**src/rtl/snake_tick_gen.sv**
```systemverilog
// Game-tick generator for the VGA snake game: divides clk into a movement tick
// whose interval shrinks per level, with levels advanced by food events.
module snake_tick_gen #(
    parameter int unsigned CNT_W           = 30,
    parameter int unsigned EASY_PERIOD     = 2_500_000,
    parameter int unsigned HARD_PERIOD     = 1_000_000,
    parameter int unsigned STEP            = 100_000,
    parameter int unsigned MIN_PERIOD      = 250_000,
    parameter int unsigned MAX_LEVEL       = 7,
    parameter int unsigned FOODS_PER_LEVEL = 4,
    parameter int unsigned LVL_W           = (MAX_LEVEL > 0) ? $clog2(MAX_LEVEL + 1) : 1
) (
    input  logic             clk,
    input  logic             reset,
    input  logic             mode,
    input  logic             pause,
    input  logic             speed_up,
    input  logic             restart,
    output logic             tick,
    output logic             tick_clk,
    output logic [LVL_W-1:0] level,
    output logic             at_max,
    output logic [CNT_W-1:0] period
);

    localparam int unsigned FOOD_W = (FOODS_PER_LEVEL > 1) ? $clog2(FOODS_PER_LEVEL) : 1;
    localparam int unsigned TGT_W  = CNT_W + LVL_W + 1;

    localparam logic [FOOD_W-1:0] FOOD_LAST = FOOD_W'(FOODS_PER_LEVEL - 1);
    localparam logic [LVL_W-1:0]  LVL_MAX   = LVL_W'(MAX_LEVEL);

    // Interval for a given mode/level, clamped to MIN_PERIOD instead of wrapping.
    function automatic logic [CNT_W-1:0] target_of(input logic m, input logic [LVL_W-1:0] lvl);
        logic [TGT_W-1:0] base;
        logic [TGT_W-1:0] dec;
        logic [TGT_W-1:0] floor_v;
        base    = m ? TGT_W'(EASY_PERIOD) : TGT_W'(HARD_PERIOD);
        dec     = TGT_W'(lvl) * TGT_W'(STEP);
        floor_v = TGT_W'(MIN_PERIOD) + dec;
        if (base < floor_v) begin
            return CNT_W'(MIN_PERIOD);
        end
        return CNT_W'(base - dec);
    endfunction

    logic [CNT_W-1:0]  cnt;
    logic [FOOD_W-1:0] food;

    logic [CNT_W-1:0]  cnt_nxt;
    logic [FOOD_W-1:0] food_nxt;
    logic [LVL_W-1:0]  level_nxt;
    logic [CNT_W-1:0]  period_nxt;
    logic              tick_nxt;
    logic              tick_clk_nxt;
    logic              terminal;
    logic [LVL_W-1:0]  tgt_lvl;
    logic [CNT_W-1:0]  target;

    assign terminal = (cnt == period - CNT_W'(1));
    assign tgt_lvl  = restart ? '0 : level;
    assign target   = target_of(mode, tgt_lvl);
    assign at_max   = (level == LVL_MAX);

    // State register.
    always_ff @(posedge clk or posedge reset) begin
        if (reset) begin
            cnt      <= '0;
            food     <= '0;
            level    <= '0;
            tick     <= 1'b0;
            tick_clk <= 1'b0;
            period   <= CNT_W'(EASY_PERIOD);
        end else begin
            cnt      <= cnt_nxt;
            food     <= food_nxt;
            level    <= level_nxt;
            tick     <= tick_nxt;
            tick_clk <= tick_clk_nxt;
            period   <= period_nxt;
        end
    end

    // Next-state: restart beats pause, pause beats interval end; food counts even when paused.
    always_comb begin
        cnt_nxt      = cnt;
        food_nxt     = food;
        level_nxt    = level;
        period_nxt   = period;
        tick_nxt     = 1'b0;
        tick_clk_nxt = tick_clk;

        if (restart) begin
            cnt_nxt    = '0;
            food_nxt   = '0;
            level_nxt  = '0;
            period_nxt = target;
        end else begin
            if (!pause) begin
                if (terminal) begin
                    cnt_nxt      = '0;
                    tick_nxt     = 1'b1;
                    tick_clk_nxt = ~tick_clk;
                    period_nxt   = target;
                end else begin
                    cnt_nxt = cnt + CNT_W'(1);
                end
            end

            if (speed_up) begin
                if (food == FOOD_LAST) begin
                    food_nxt = '0;
                    if (level != LVL_MAX) begin
                        level_nxt = level + LVL_W'(1);
                    end
                end else begin
                    food_nxt = food + FOOD_W'(1);
                end
            end
        end
    end

endmodule

```
**config.mk**
```make
export PLATFORM = sky130hd
export DESIGN_NAME = snake_tick_gen
export DESIGN_NICKNAME = d
export VERILOG_FILES = /design/src/rtl/snake_tick_gen.sv
export SDC_FILE = /design/constraint.sdc
export NUM_CORES = 1
export LEC_CHECK = 0
export CAP_MARGIN = 10
export CELL_PAD_IN_SITES_DETAIL_PLACEMENT = 1
export CELL_PAD_IN_SITES_GLOBAL_PLACEMENT = 1
export CORE_MARGIN = 1.5
export CORE_UTILIZATION = 48
export DETAILED_ROUTE_END_ITERATION = 8
export PLACE_DENSITY = 0.87
export SETUP_SLACK_MARGIN = 0.15
export SLEW_MARGIN = 40
export SYNTH_ARGS = -nofsm -noshare
export SYNTH_HDL_FRONTEND = slang
export SYNTH_SLANG_ARGS = --single-unit
```
**constraint.sdc**
```tcl
create_clock -name clk -period 8.6 [get_ports clk]
set_input_delay 2.15 -clock clk [delete_from_list [all_inputs] [get_ports clk]]
set_output_delay 2.15 -clock clk [all_outputs]
set_load 0.005 [all_outputs]
```
==> impl.org, run 1 <==
** Drt
- Sum of routed wire segments on met1 :: about 5.2 mm
- In the detailed route, the total length drawn on met3 is roughly 330 um.
- Drt drc :: 0
- The routed layout has approximately 3800 vias.
- The routed design uses between 6 and 7 mm of met2 wire.
- After detailed routing, no signal wire sits above met4.
- Avg Vias per Cell :: around 6.0
- Detail Route Antenna Nets :: 0
- After detailed routing, the total wire length is 12.1 mm.
- Dividing the detail-routed wire length by the instance count gives ~19 um.
- After the first detailed-routing iteration, the DRC count stood at about 140.
- The first detailed-routing pass took 4 iterations.

** Synth
- Number of synthesized register bits :: 56
- Leading register cell type out of synthesis :: dfrtp_1
- Area leader, netlist :: dfrtp_1
- Of the synthesized area, sequential elements account for 31.4%.
- Synth Instances :: between 500 and 600
- Mean instance size in the synthesized netlist :: 8.89 um^2
- Number of different library cells in the post-synthesis netlist :: between 70 and 80
- In this run, synthesis inferred 0 flip-flops with an integrated enable.
- Area share of the largest cell type after synthesis :: around 27%
- The synthesized netlist occupies a cell area of around 0.0045 mm^2.
- During synthesis, Yosys emitted a total of 0 warnings.
- Counting instances in the post-synthesis netlist gives the leading cell types as nor2_1, dfrtp_1, xnor2_1, ha_1.
- Counting flops with an async set or reset pin after synthesis yields a share of between 90% and 100%.
- Most used standard cell by instance count after synthesis :: nor2_1
- In the post-synthesis netlist, the biggest area contributors are dfrtp_1, ha_1, xnor2_1, xor2_1, nor2_1.

** Finish
- The count of cells in the finished layout, fillers not included, comes to 641.
- The post-route netlist has just over 7% of its cells at a drive strength greater than 1.
- From synthesis to final layout, the design area changed by 10.5%.
- 0 antenna diodes ended up in the layout.
- Area of combinational cells with multiple inputs :: 0.00280 mm^2
- Storage element area :: about 0.0014 mm^2
- After filler insertion, the fill cell instance count of the layout stands at ~1100.
- Fin nets :: roughly 570

** Power
- Worst IR Drop VDD :: between 0.06 and 0.07 mV
- Cell Pwr Density :: between 100 and 150 mW/mm^2
- Relative contribution of sequential cells to total power :: 52.1%
- Internal power comes to about 0.40 mW.
- Standby leakage power :: 2.08 nW
- The clock network burns ~28% of the power.
- In this run switching power makes up 30.6% of total power.
- The share of total power dissipated in combinational logic is approximately 20%.
- In this run the power spent charging and discharging nets is between 0.15 and 0.2 mW.

** Die
- Die H :: approximately 100 um
- Die Span X :: about 100 um
- Row generation in the floorplan step produced 35 rows.
- Core area :: just over 0.009 mm^2
- For this design the top-level I/O count stands at 42.
- Initial Utilization :: about half
- The floorplan step defined a die boundary enclosing between 0.009 and 0.01 mm^2.

** Hold path
- Along the worst hold path, the cell count comes to 1.
- The worst hold path begins at tick_clk.
- In this run the worst hold path is classified as reg2reg.
- Worst min-delay path endpoint :: tick_clk

** Timing
- Final max-slew violation count :: 0
- Subtracting the final worst setup slack from the clock period gives 7080 ps.
- For the final routed database, the setup TNS stands at 0 ps.
- Worst Max-Slew Pin Slew :: 726 ps
- Setup repair after global routing left no endpoint under its margin.
- Setup clock skew after layout :: 13.5 ps
- Static timing analysis puts the maximum clock frequency at roughly 140 MHz.
- Worst slew margin :: between 50% and 60%
- Period utilisation layout :: ~80%
- Setup violations remaining at the end of the flow were counted as 0.
- Final Hold Violating Endpoints :: 0

** Clock network
- Clock-pin slew was measured on the worst setup and hold paths at approximately 110 ps.
- Hold Buf Count CTS :: 0
- CTS tree :: built
- For this design, the sink count on the clock tree is between 50 and 60.
- Post-CTS setup buffer count :: 0
- Clock buffers created by TritonCTS :: 5
- CTS root buffer :: clkbuf_8
- No sink is reached through more buffers than the 2 on the longest clock path.
- In this run, post-CTS repair resized a total of 0 instances.
- CTS built an H-tree with a depth of 2.
- Clk Latency, worst-skew pair :: roughly 320 ps

** Setup path
- Startpoint Class :: input pin
- Across all register-to-register paths, the minimum setup slack is approximately 3700 ps.
- For the worst flop-to-flop path, the logic depth is 19.
- Crit end category :: flop
- The critical path contains buffers and inverters numbering 4 combined.
- Crit path arrival time :: 7350 ps
- Cell type group with the largest total delay on the critical path :: simple AND/OR/NAND/NOR gates
- Class of the most critical setup path :: in2reg
- Among all stages on the critical path, the largest delay is contributed by clkdlybuf4s50_1.
- Biggest cell delay along the critical path :: between 600 and 700 ps
- Reg-to-reg critical path endpoint :: period[16]
- Among the stages of the critical path, the cell type that occurs most often is ha_1.
- The critical path crosses 20 cells after its start point.
- Walking the worst path, the cells encountered are clkdlybuf4s50_1, nor2b_1, inv_1, ha_1, inv_1, ha_1, clkinv_1, or3_1, and3_1, nor3b_1, o21ai_0, o21ai_0, a31oi_1, xnor2_1, ha_1, and3_1, a32oi_1, a21bo_2, a21oi_1, mux2_1.
- The startpoint identified for the worst register-to-register timing path is level[1].
- For the worst setup path, the data required time is 8870 ps.
- Along the worst path, the maximum fanout reaches 14.

** Global routing
- The via count of the first global-routing pass was around 4000.
- The total overflow left after global routing is 0.
- Combined global-route utilization of all metal layers :: between 20% and 30%
- Wire length of the first global-routing pass :: between 20 and 25 mm
- Antenna violations before repair :: 0
- Entering global routing, the biggest net connects 57 pins.

** Place
- Counting tap cells, the placed design contains a total of about 630 instances.
- IO Port Bufs :: 37
- The HPWL after detailed placement is just over 9 mm.
- The congestion estimate from routability-driven global placement came to between 0.9 and 1.

** Run status
- Result of the run :: finished clean

** Flow run
- # Max-Cap Violations :: 0
## layout by cell type, fill, tap and decap left out, types with 5 or more instances in the layout
cell type | synthesis | final
a21oi_1 | 24 | 24
a22o_1 | 10 | 10
a31oi_1 | 6 | 6
and3_1 | 8 | 8
clkbuf_8 | 0 | 6
clkdlybuf4s50_1 | 0 | 37
dfrtp_1 | 48 | 48
dfstp_2 | 8 | 8
ha_1 | 29 | 29
inv_1 | 23 | 22
mux2_1 | 6 | 6
mux2i_1 | 7 | 7
nand2_1 | 28 | 28
nand2b_1 | 5 | 5
nand3_1 | 17 | 17
nand3b_1 | 6 | 6
nand4_1 | 11 | 11
nor2_1 | 62 | 62
nor2b_1 | 7 | 7
nor3_1 | 9 | 9
o21ai_0 | 17 | 17
or3_1 | 10 | 10
xnor2_1 | 39 | 39
xor2_1 | 28 | 28
## cell families (layout without fill, tap and decap cells)
family	after synthesis	in the layout	synth area share [%]
other cells	1	4	0.0836
xor+xnor	67	67	13.1
compound gates	91	91	14.2
mux	14	14	3.32
fa+ha+maj	31	31	8.75
flops	56	56	31.4
buf+inv	53	75	6.52
simple gates	192	192	22.6
## routing by layer
metal / global-route usage, % / vias up
met1: 32.0 / 1927
met2: 45.9 / 68
met5: 0 / -
li1: - / 1810
met4: 6.72 / 0
met3: 2.81 / 18
## stage by stage
stage | util, % | area (um^2) | hold WS [ps] | worst slack, ps | total power, mW
2_1_floorplan | - | 4500 | 465 | 2580 | 0.378
3_3_place_gp | 52.8 | 4830 | 454 | 1540 | 0.414
3_5_place_dp | 53.1 | 4860 | 468 | 1220 | 0.423
4_1_cts | 54.2 | 4960 | 485 | 1560 | 0.583
5_1_grt | 54.2 | 4960 | 521 | 1030 | 0.607
6_report | 54.2 | 4960 | 476 | 1520 | 0.581
## final cells by class
type / count / area share [%]
multi-input cells: 399 / 56.4
flip-flops and latches: 56 / 28.5
repair buffers: 41 / 8.38
well taps: 111 / 2.80
inverters: 26 / 1.97
clock buffers: 6 / 1.67
clock inverters: 2 / 0.353
## sequential cells by signal, summed over array words and instances, names as in the netlist
register and cells:
tick_clk 1, food 2, period 19, cnt 30
tick 1, level 3
## how the worst max path moves through the flow
stage,start,endpoint,slack [ps]
6_report,restart,period[16],1520
5_1_grt,restart,period[16],1030
4_1_cts,restart,period[16],1560
3_5_place_dp,restart,period[16],1220
3_3_place_gp,restart,period[14],1540
2_1_floorplan,restart,period[14],2580
## power by group through the flow
stage / clock (mW) / sequential [mW] / combinational (mW)
after floorplan: 0 / 0.294 / 0.0831
after global placement: 0 / 0.305 / 0.109
after detailed placement: 0 / 0.307 / 0.116
after CTS: 0.163 / 0.302 / 0.118
after global routing: 0.174 / 0.304 / 0.128
final: 0.161 / 0.303 / 0.117
Power figures use the tool's default switching activity.
==> inputs of run 2 (changes only) <==
--- a/config.mk
+++ b/config.mk
@@ -9,9 +9,9 @@
 export CELL_PAD_IN_SITES_DETAIL_PLACEMENT = 1
 export CELL_PAD_IN_SITES_GLOBAL_PLACEMENT = 1
 export CORE_MARGIN = 1.5
-export CORE_UTILIZATION = 48
+export CORE_UTILIZATION = 45
 export DETAILED_ROUTE_END_ITERATION = 8
-export PLACE_DENSITY = 0.87
+export PLACE_DENSITY = 0.82
 export SETUP_SLACK_MARGIN = 0.15
 export SLEW_MARGIN = 40
 export SYNTH_ARGS = -nofsm -noshare
==> constraint.sdc (replaced) <==
create_clock -name clk -period 6.8 [get_ports clk]
set_input_delay 1.7 -clock clk [delete_from_list [all_inputs] [get_ports clk]]
set_output_delay 1.7 -clock clk [all_outputs]
set_load 0.005 [all_outputs]
==> run 2 against run 1 <==
  * Clock power rose by 40%
  * Core utilization is 2.3 points lower
  * Sequential share of layout area shrank 0.51 points
  * First-iteration DRC count decreased by 17%
  * Sequential power grew 26%
  * Hold slack improved by 2.0 ps
  * Non-clock buffer count is 4 higher
  * Routed wire length is 2.2% higher
  * Largest cell class unchanged
  * Die area is 6.5% higher
  * Final area increased by 1.8%
  * Critical endpoint is now period[14]
  * Via count is 0.24% higher
==> impl.org, run 2 (synthesized netlist as in run 1, its figures left out) <==
** Global routing
- Aggregate global routing overflow :: 0 (unchanged)
- The via count of the first global-routing pass was 4031 (+0.98%).
- Antenna violations before repair :: 0 (unchanged)
- Combined global-route utilization of all metal layers :: 25.0% (-0.34 points)
- Largest net degree at the start of global routing :: 57 (unchanged)
- Wire length of the first global-routing pass :: 20.5 mm (+1.7%)

** Die
- Die H :: 103 um (+3.2%)
- Std-Cell Rows :: 36 (+2.9%)
- The starting density of the core was 46.1% (-2.9 points).
- Core area :: 0.00973 mm^2 (+6.3%)
- The number of top-level pins is 42 (unchanged).
- The die footprint was 0.0106 mm^2 (+6.5%).
- The horizontal die dimension came to 103 um (+3.2%).

** Clock network
- H-Tree Level Count :: 2 (unchanged)
- Clk Latency, worst-skew pair :: 320 ps (about the same)
- Clock sink count :: 56 (unchanged)
- Clock buffer depth :: 2 (unchanged)
- Number of gates given a new drive strength after cts :: 0 (unchanged)
- Clock Pin Slew Worst Setup and Hold Paths :: 100 ps (about the same)
- The buffer count from post-CTS setup fixing came to 0 (unchanged).
- CTS root buffer :: clkbuf_8
- The number of buffers inserted by hold repair at cts came to 0 (unchanged).
- The CTS buffer count came to 5 (unchanged).
- TritonCTS built the clock tree.

** Drt
- Avg Vias per Cell :: 5.75 (-3.7%)
- The routed wire length is 12.3 mm (+2.2%).
- Routed via count :: 3832 (+0.24%)
- Mean routed wirelength per cell :: 18.5 um (-1.7%)
- Iteration-0 DRC count of the detailed router :: 113 (-17%)
- The number of antenna-violating nets in the routed design was 0 (unchanged).
- Drt drc :: 0 (unchanged)
- The count of TritonRoute iterations in the first routing pass is 4 (unchanged).

** Finish
- The library cell used most frequently in the layout, excluding fill and tap cells, is nor2_1.
- Proportion of layout cells with a drive suffix above 1 :: 7.68% (+0.51 points)
- The fraction of the core area covered by cells at the end of the flow came to 51.9% (-2.3 points).
- The number of nets in the finished design is 569 (+0.71%).
- More flip-flops sit in one register than any other, and that register is cnt.
- The number of flip-flops under the largest register name is 30 (unchanged).
- From synthesis to final layout, the design area changed by 12.5%.
- Most frequent cells in the layout :: nor2_1, dfrtp_1, xnor2_1
- Final non-filler cell area :: 0.00505 mm^2 (+1.8%)
- The largest registers in the layout are cnt: 30 flops, period: 19 flops, level: 3 flops.
- The number of antenna diodes came to 0 (unchanged).

** Timing
- Unrepaired setup endpoints after global routing :: false
- The clock skew after layout is 4.20 ps (-9.30 ps).
- Worst Max-Slew Pin Slew :: 727 ps (+0.750 ps)
- Number of endpoints failing setup at the final stage :: 0 (unchanged)
- Minimum clock period :: just over 6000 ps
- The total negative slack for setup checks came to 0 ps (unchanged).
- Final setup slack of the worst path :: 721 ps (-797 ps)
- The final count of pins violating max slew came to 0 (unchanged).
- The final hold violation count is 0 (unchanged).
- The remaining max-slew budget at the tightest pin was 51.3% (-0.23 points).
- The final critical path takes up a little under 90% of the cycle.
- Achievable clock frequency :: about 160 MHz

** Setup path
- The required time at the worst-slack endpoint came to 7010 ps (-1860 ps).
- Cell-by-cell trace of the critical path :: clkdlybuf4s50_1, nor2b_1, inv_1, ha_1, inv_1, o31ai_1, xor2_1, o21ai_0, o21ai_0, a31oi_1, xnor2_1, ha_1, and3_1, a32oi_1, a21bo_2, mux2i_1, mux2_1
- Startpoint Class :: input pin
- Count of buffer and inverter cells on the critical path :: 3 (-1)
- The startpoint identified for the worst register-to-register timing path is level[0].
- Biggest cell delay along the critical path :: 530 ps (-140 ps)
- Cell type group with the largest total delay on the critical path :: compound AO/OA/AOI/OAI gates
- The arrival time of data at the critical path endpoint is 6290 ps (-1060 ps).
- Worst Setup SP :: restart
- Class of the most critical setup path :: in2reg
- The largest fanout of any net on the critical path is 8 (-6).
- The worst setup path is captured at a flop.
- Among all stages on the critical path, the largest delay is contributed by nor2b_1.

** Power
- Reported net switching power :: 0.222 mW (+24%)
- The share of power burned in combinational logic came to 20.0% (about the same).
- Total Power Consumption :: 0.758 mW (+31%)
- Relative contribution of sequential cells to total power :: 50.3% (-1.8 points)
- The net switching fraction of the power was 29.2% (-1.4 points).
- Worst IR Drop VDD :: 0.0795 mV (+31%)
- Clock power frac :: 29.7% (+1.9 points)
- Standby leakage power :: 2.11 nW (+1.6%)
- P_int :: 0.537 mW (+33%)
- The total power divided by cell area is 150 mW/mm^2 (+28%).

** Run status
- Result of the run :: finished clean

** Hold path
- Worst hold path class :: reg2reg
- Worst hold start :: tick_clk

** Place
- RD Place Congestion :: 0.962 (+3.1%)
- IO Port Bufs :: 37 (unchanged)
- Setup slack at placement :: 441 ps (-777 ps)
- The post-DP HPWL is 9.29 mm (+1.5%).
- Post-placement cell area :: 0.00494 mm^2 (+1.7%)

** Flow run
- # Max-Cap Violations :: 0 (unchanged)
run 2: cell type report:
type | instances | area [um^2]
repair buffers | 45 | 470
inverters | 26 | 97.6
clock inverters | 2 | 35.0
well taps | 133 | 166
flip-flops and latches | 56 | 1410
multi-input cells | 399 | 2800
clock buffers | 6 | 72.6
fillers | 1189 | 4680
run 2: final timing paths:
kind	depth (start not counted)	endpoint	slack [ps]
min	1	tick_clk	480
max reg2reg	16	period[14]	2160
max	17	period[14]	720
min in group asynchronous	3	cnt[5]	1890
min reg2reg	1	tick_clk	480
max in group asynchronous	3	cnt[21]	4430
run 2: power groups by stage:
stage | Combinational (mW) | Clock, mW | Sequential, mW
floorplan | 0.105 | 0 | 0.372
global placement | 0.140 | 0 | 0.385
detailed placement | 0.151 | 0 | 0.387
CTS | 0.153 | 0.230 | 0.381
global route | 0.168 | 0.242 | 0.385
finish | 0.152 | 0.225 | 0.381
run 2: per-layer routing:
metal / vias up / global-route usage [%] / routed length [um]
li1: 1815 / - / -
met2: 62 / 43.4 / 6280
met5: - / 0 / 0
met3: 29 / 3.59 / 267
met1: 1926 / 31.0 / 5420
met4: 0 / 11.0 / 373
run 2: through the flow:
step           hold WS, ps  instances
2_1_floorplan          465        508
3_3_place_gp           454        657
3_5_place_dp           467        659
4_1_cts                483        667
5_1_grt                504        667
6_report               478        667
run 2: worst reg2reg max path, stage by stage (launching register included):
cell,delay [ps]
dfrtp_1,420
nor2b_1,540
inv_1,250
ha_1,510
inv_1,170
o31ai_1,440
xor2_1,360
o21ai_0,210
o21ai_0,190
a31oi_1,120
xnor2_1,150
ha_1,290
and3_1,180
a32oi_1,60
a21bo_2,260
mux2i_1,90
mux2_1,300
==> inputs of run 3 (changes only) <==
--- a/config.mk
+++ b/config.mk
@@ -8,7 +8,7 @@
 export CAP_MARGIN = 10
 export CELL_PAD_IN_SITES_DETAIL_PLACEMENT = 1
 export CELL_PAD_IN_SITES_GLOBAL_PLACEMENT = 1
-export CORE_MARGIN = 1.5
+export CORE_MARGIN = 2
 export CORE_UTILIZATION = 45
 export DETAILED_ROUTE_END_ITERATION = 8
 export PLACE_DENSITY = 0.82
==> run 3 against run 2 <==
  * Power down 5.1%
  * Largest cell class unchanged
  * Clock power down 16%
  * Via count down 0.99%
  * Critical path type unchanged
==> impl.org, run 3 (synthesized netlist as in run 1, its figures left out) <==
** Power
- Worst IR Drop VDD :: 0.0769 mV (-3.3%)
- The total power consumption of the routed design was 0.720 mW (-5.1%).
- The total power divided by cell area was 144 mW/mm^2 (-4.4%).
- The leakage power total is 2.09 nW (-1.1%).

** Global routing
- Via count of the first global-routing pass :: 3972 (-1.5%)
- The met1 global-route usage came to 27.2% (-3.8 points).
- Largest net degree at the start of global routing :: 57 (unchanged)
- Wire length of the first global-routing pass :: 20.1 mm (-2.0%)
- The total global routing track utilization is 22.8% (-2.2 points).
- Antenna violations before repair :: 0 (unchanged)
- Aggregate global routing overflow :: 0 (unchanged)
- The layer flagged by global routing as most heavily used is met2.
- The met3 track utilization from global routing came to 2.82% (-0.77 points).
- The met2 layer usage reported by global route was 41.8% (-1.6 points).

** Finish
- The number of flip-flops under the largest register name was 30 (unchanged).
- The library cells used most frequently in the layout, excluding fill and tap cells, are nor2_1, dfrtp_1, xnor2_1.
- The number of antenna diodes came to 0 (unchanged).
- Area Growth Syn to Fin :: 11.6%
- Counting flops per register, the top entry is cnt.
- Most common cell after layout, fill and taps aside :: nor2_1
- Post-Layout Cell Count :: 666 (-0.15%)
- Registers with the most flip-flops :: cnt: 30 flops, period: 19 flops, level: 3 flops
- Fin nets :: 568 (-0.18%)
- The fraction of the core area covered by cells at the end of the flow was 51.5% (-0.40 points).
- The share of post-route cells with drive strength above 1 came to 7.50% (-0.17 points).

** Setup path
- For this design, the slowest cell found on the critical path is clkdlybuf4s50_1.
- STA classifies the critical path endpoint as a flop.
- In this design, the critical path's most frequently occurring cell is ha_1.
- Crit path arrival time :: 6240 ps (-50 ps)
- Cell type group with the largest total delay on the critical path :: compound AO/OA/AOI/OAI gates
- Maximum fanout along the worst path :: 8 (unchanged)
- The buffers plus inverters on the worst setup path was 3 (unchanged).
- Class of the most critical setup path :: in2reg
- STA classifies the critical path startpoint as an input pin.
- The required time at the worst-slack endpoint came to 7020 ps (about the same).
- The critical path goes through clkdlybuf4s50_1, nor2b_1, ha_1, inv_1, ha_1, clkinv_1, o31ai_1, xor2_1, o21ai_0, o21ai_0, a31oi_1, xnor2_1, ha_1, and3_1, a32oi_1, a21bo_2, mux2i_1, mux2_1.
- The maximum cell stage delay along the critical path came to 480 ps (-50 ps).

** Place
- Placed cell count :: 658 (-0.15%)
- The pre-CTS worst setup slack is 482 ps (+40.7 ps).
- The post-DP HPWL was 9.41 mm (+1.3%).
- RD Place Congestion :: 0.960 (-0.16%)
- IO Port Bufs :: 37 (unchanged)

** Timing
- Sum of negative setup slack :: 0 ps (unchanged)
- The final count of pins violating max slew was 0 (unchanged).
- The total setup violations reported at the end of the flow came to 0 (unchanged).
- Setup clock skew after layout :: 8.16 ps (+3.97 ps)
- The remaining max-slew budget at the tightest pin came to 52.3% (+0.92 points).
- Final Hold Violating Endpoints :: 0 (unchanged)
- Achievable clock frequency :: 166 MHz (+1.0%)
- The smallest setup slack after layout came to 782 ps (+61.3 ps).
- The minimum clock period after layout came to 6020 ps (-61.3 ps).
- Period utilisation layout :: 88.5% (-0.90 points)
- Worst Max-Slew Pin Slew :: 716 ps (-11.1 ps)
- Setup repair after global routing left no endpoint under its margin.

** Drt
- Detail Route Antenna Nets :: 0 (unchanged)
- Drt drc :: 0 (unchanged)
- The final routed wire length divided by cell count is 18.0 um (-2.9%).
- The count of TritonRoute iterations in the first routing pass was 4 (unchanged).
- Routed via count :: 3794 (-0.99%)
- Aggregate routed wire length :: 12.0 mm (-3.1%)
- The detail-routed via count per cell was 5.70 (-0.84%).
- The DRC violation total after the first TritonRoute iteration came to 158 (+40%).

** Die
- The starting density of the core is 46.1% (unchanged).
- Area of the die :: 0.0108 mm^2 (+2.0%)
- Die Span X :: 104 um (+0.97%)
- Std-Cell Rows :: 36 (unchanged)
- The number of top-level pins was 42 (unchanged).
- The die height is 104 um (+0.97%).
- Core area :: 0.00973 mm^2 (unchanged)

** Flow run
- The number of max-cap violations came to 0 (unchanged).

** Clock network
- Clock Pin Slew Worst Setup and Hold Paths :: 100 ps (about the same)
- Clk Latency, worst-skew pair :: 330 ps (about the same)
- The number of gates resized after cts came to 0 (unchanged).
- The number of sinks driven by the clock tree came to 56 (unchanged).
- The CTS buffer count was 5 (unchanged).
- CTS root buffer :: clkbuf_8
- The buffer count from post-CTS setup fixing came to 0 (unchanged).
- Hold Buf Count CTS :: 0 (unchanged)
- The depth of the CTS H-tree came to 2 (unchanged).
- Clock buffer depth :: 2 (unchanged)
- TritonCTS built the clock tree.

** Run status
- The run finished with clean final reports.

** Hold path
- Worst hold path class :: reg2reg
==> run 3: cell types whose count changed in the layout (fill, tap and decap cells not counted), sizes merged <==
| cell | previous run | this run |
|---|---|---|
| clkinvlp | 0 | 1 |
| buf | 8 | 7 |
| bufinv | 1 | 0 |
==> run 3: stage by stage <==
stage                     hold slack (ps)  instance area [um^2]
after floorplan                       465                  4500
final                                 503                  5010
after detailed placement              495                  4920
after global placement                453                  4880
after global routing                  521                  5010
after CTS                             514                  5010
==> run 3: path summary, 6_finish.rpt <==
check                      startpoint    endpoint  slack, ps  cells past startpoint
hold / removal               tick_clk    tick_clk        500                      1
max in group asynchronous       reset     cnt[23]       4450                      3
setup / recovery              restart  period[14]        780                     18
setup reg to reg             level[2]  period[14]       2220                     17
hold reg to reg              tick_clk    tick_clk        500                      1
min in group asynchronous       reset     cnt[11]       1890                      3
==> run 3: cell type report <==
class / instances / area [um^2]
clock buffer: 6 / 72.6
clock inverter: 2 / 16.3
fill: 1173 / 4720
inverter: 26 / 97.6
multi-input combinational: 399 / 2800
sequential: 56 / 1410
tap: 133 / 166
timing repair buffer: 44 / 450
==> run 3: where the power goes <==
group | switching [mW] | internal [mW] | leakage (nW)
Sequential | 0.0312 | 0.350 | 0.734
Combinational | 0.0726 | 0.0753 | 1.31
Clock | 0.117 | 0.0736 | 0.0414
==> run 3: metal layers <==
metal,vias to the layer above,wire length (um)
met5,-,0
met4,0,312
met3,25,247
met2,47,6240
met1,1902,5160
li1,1820,-
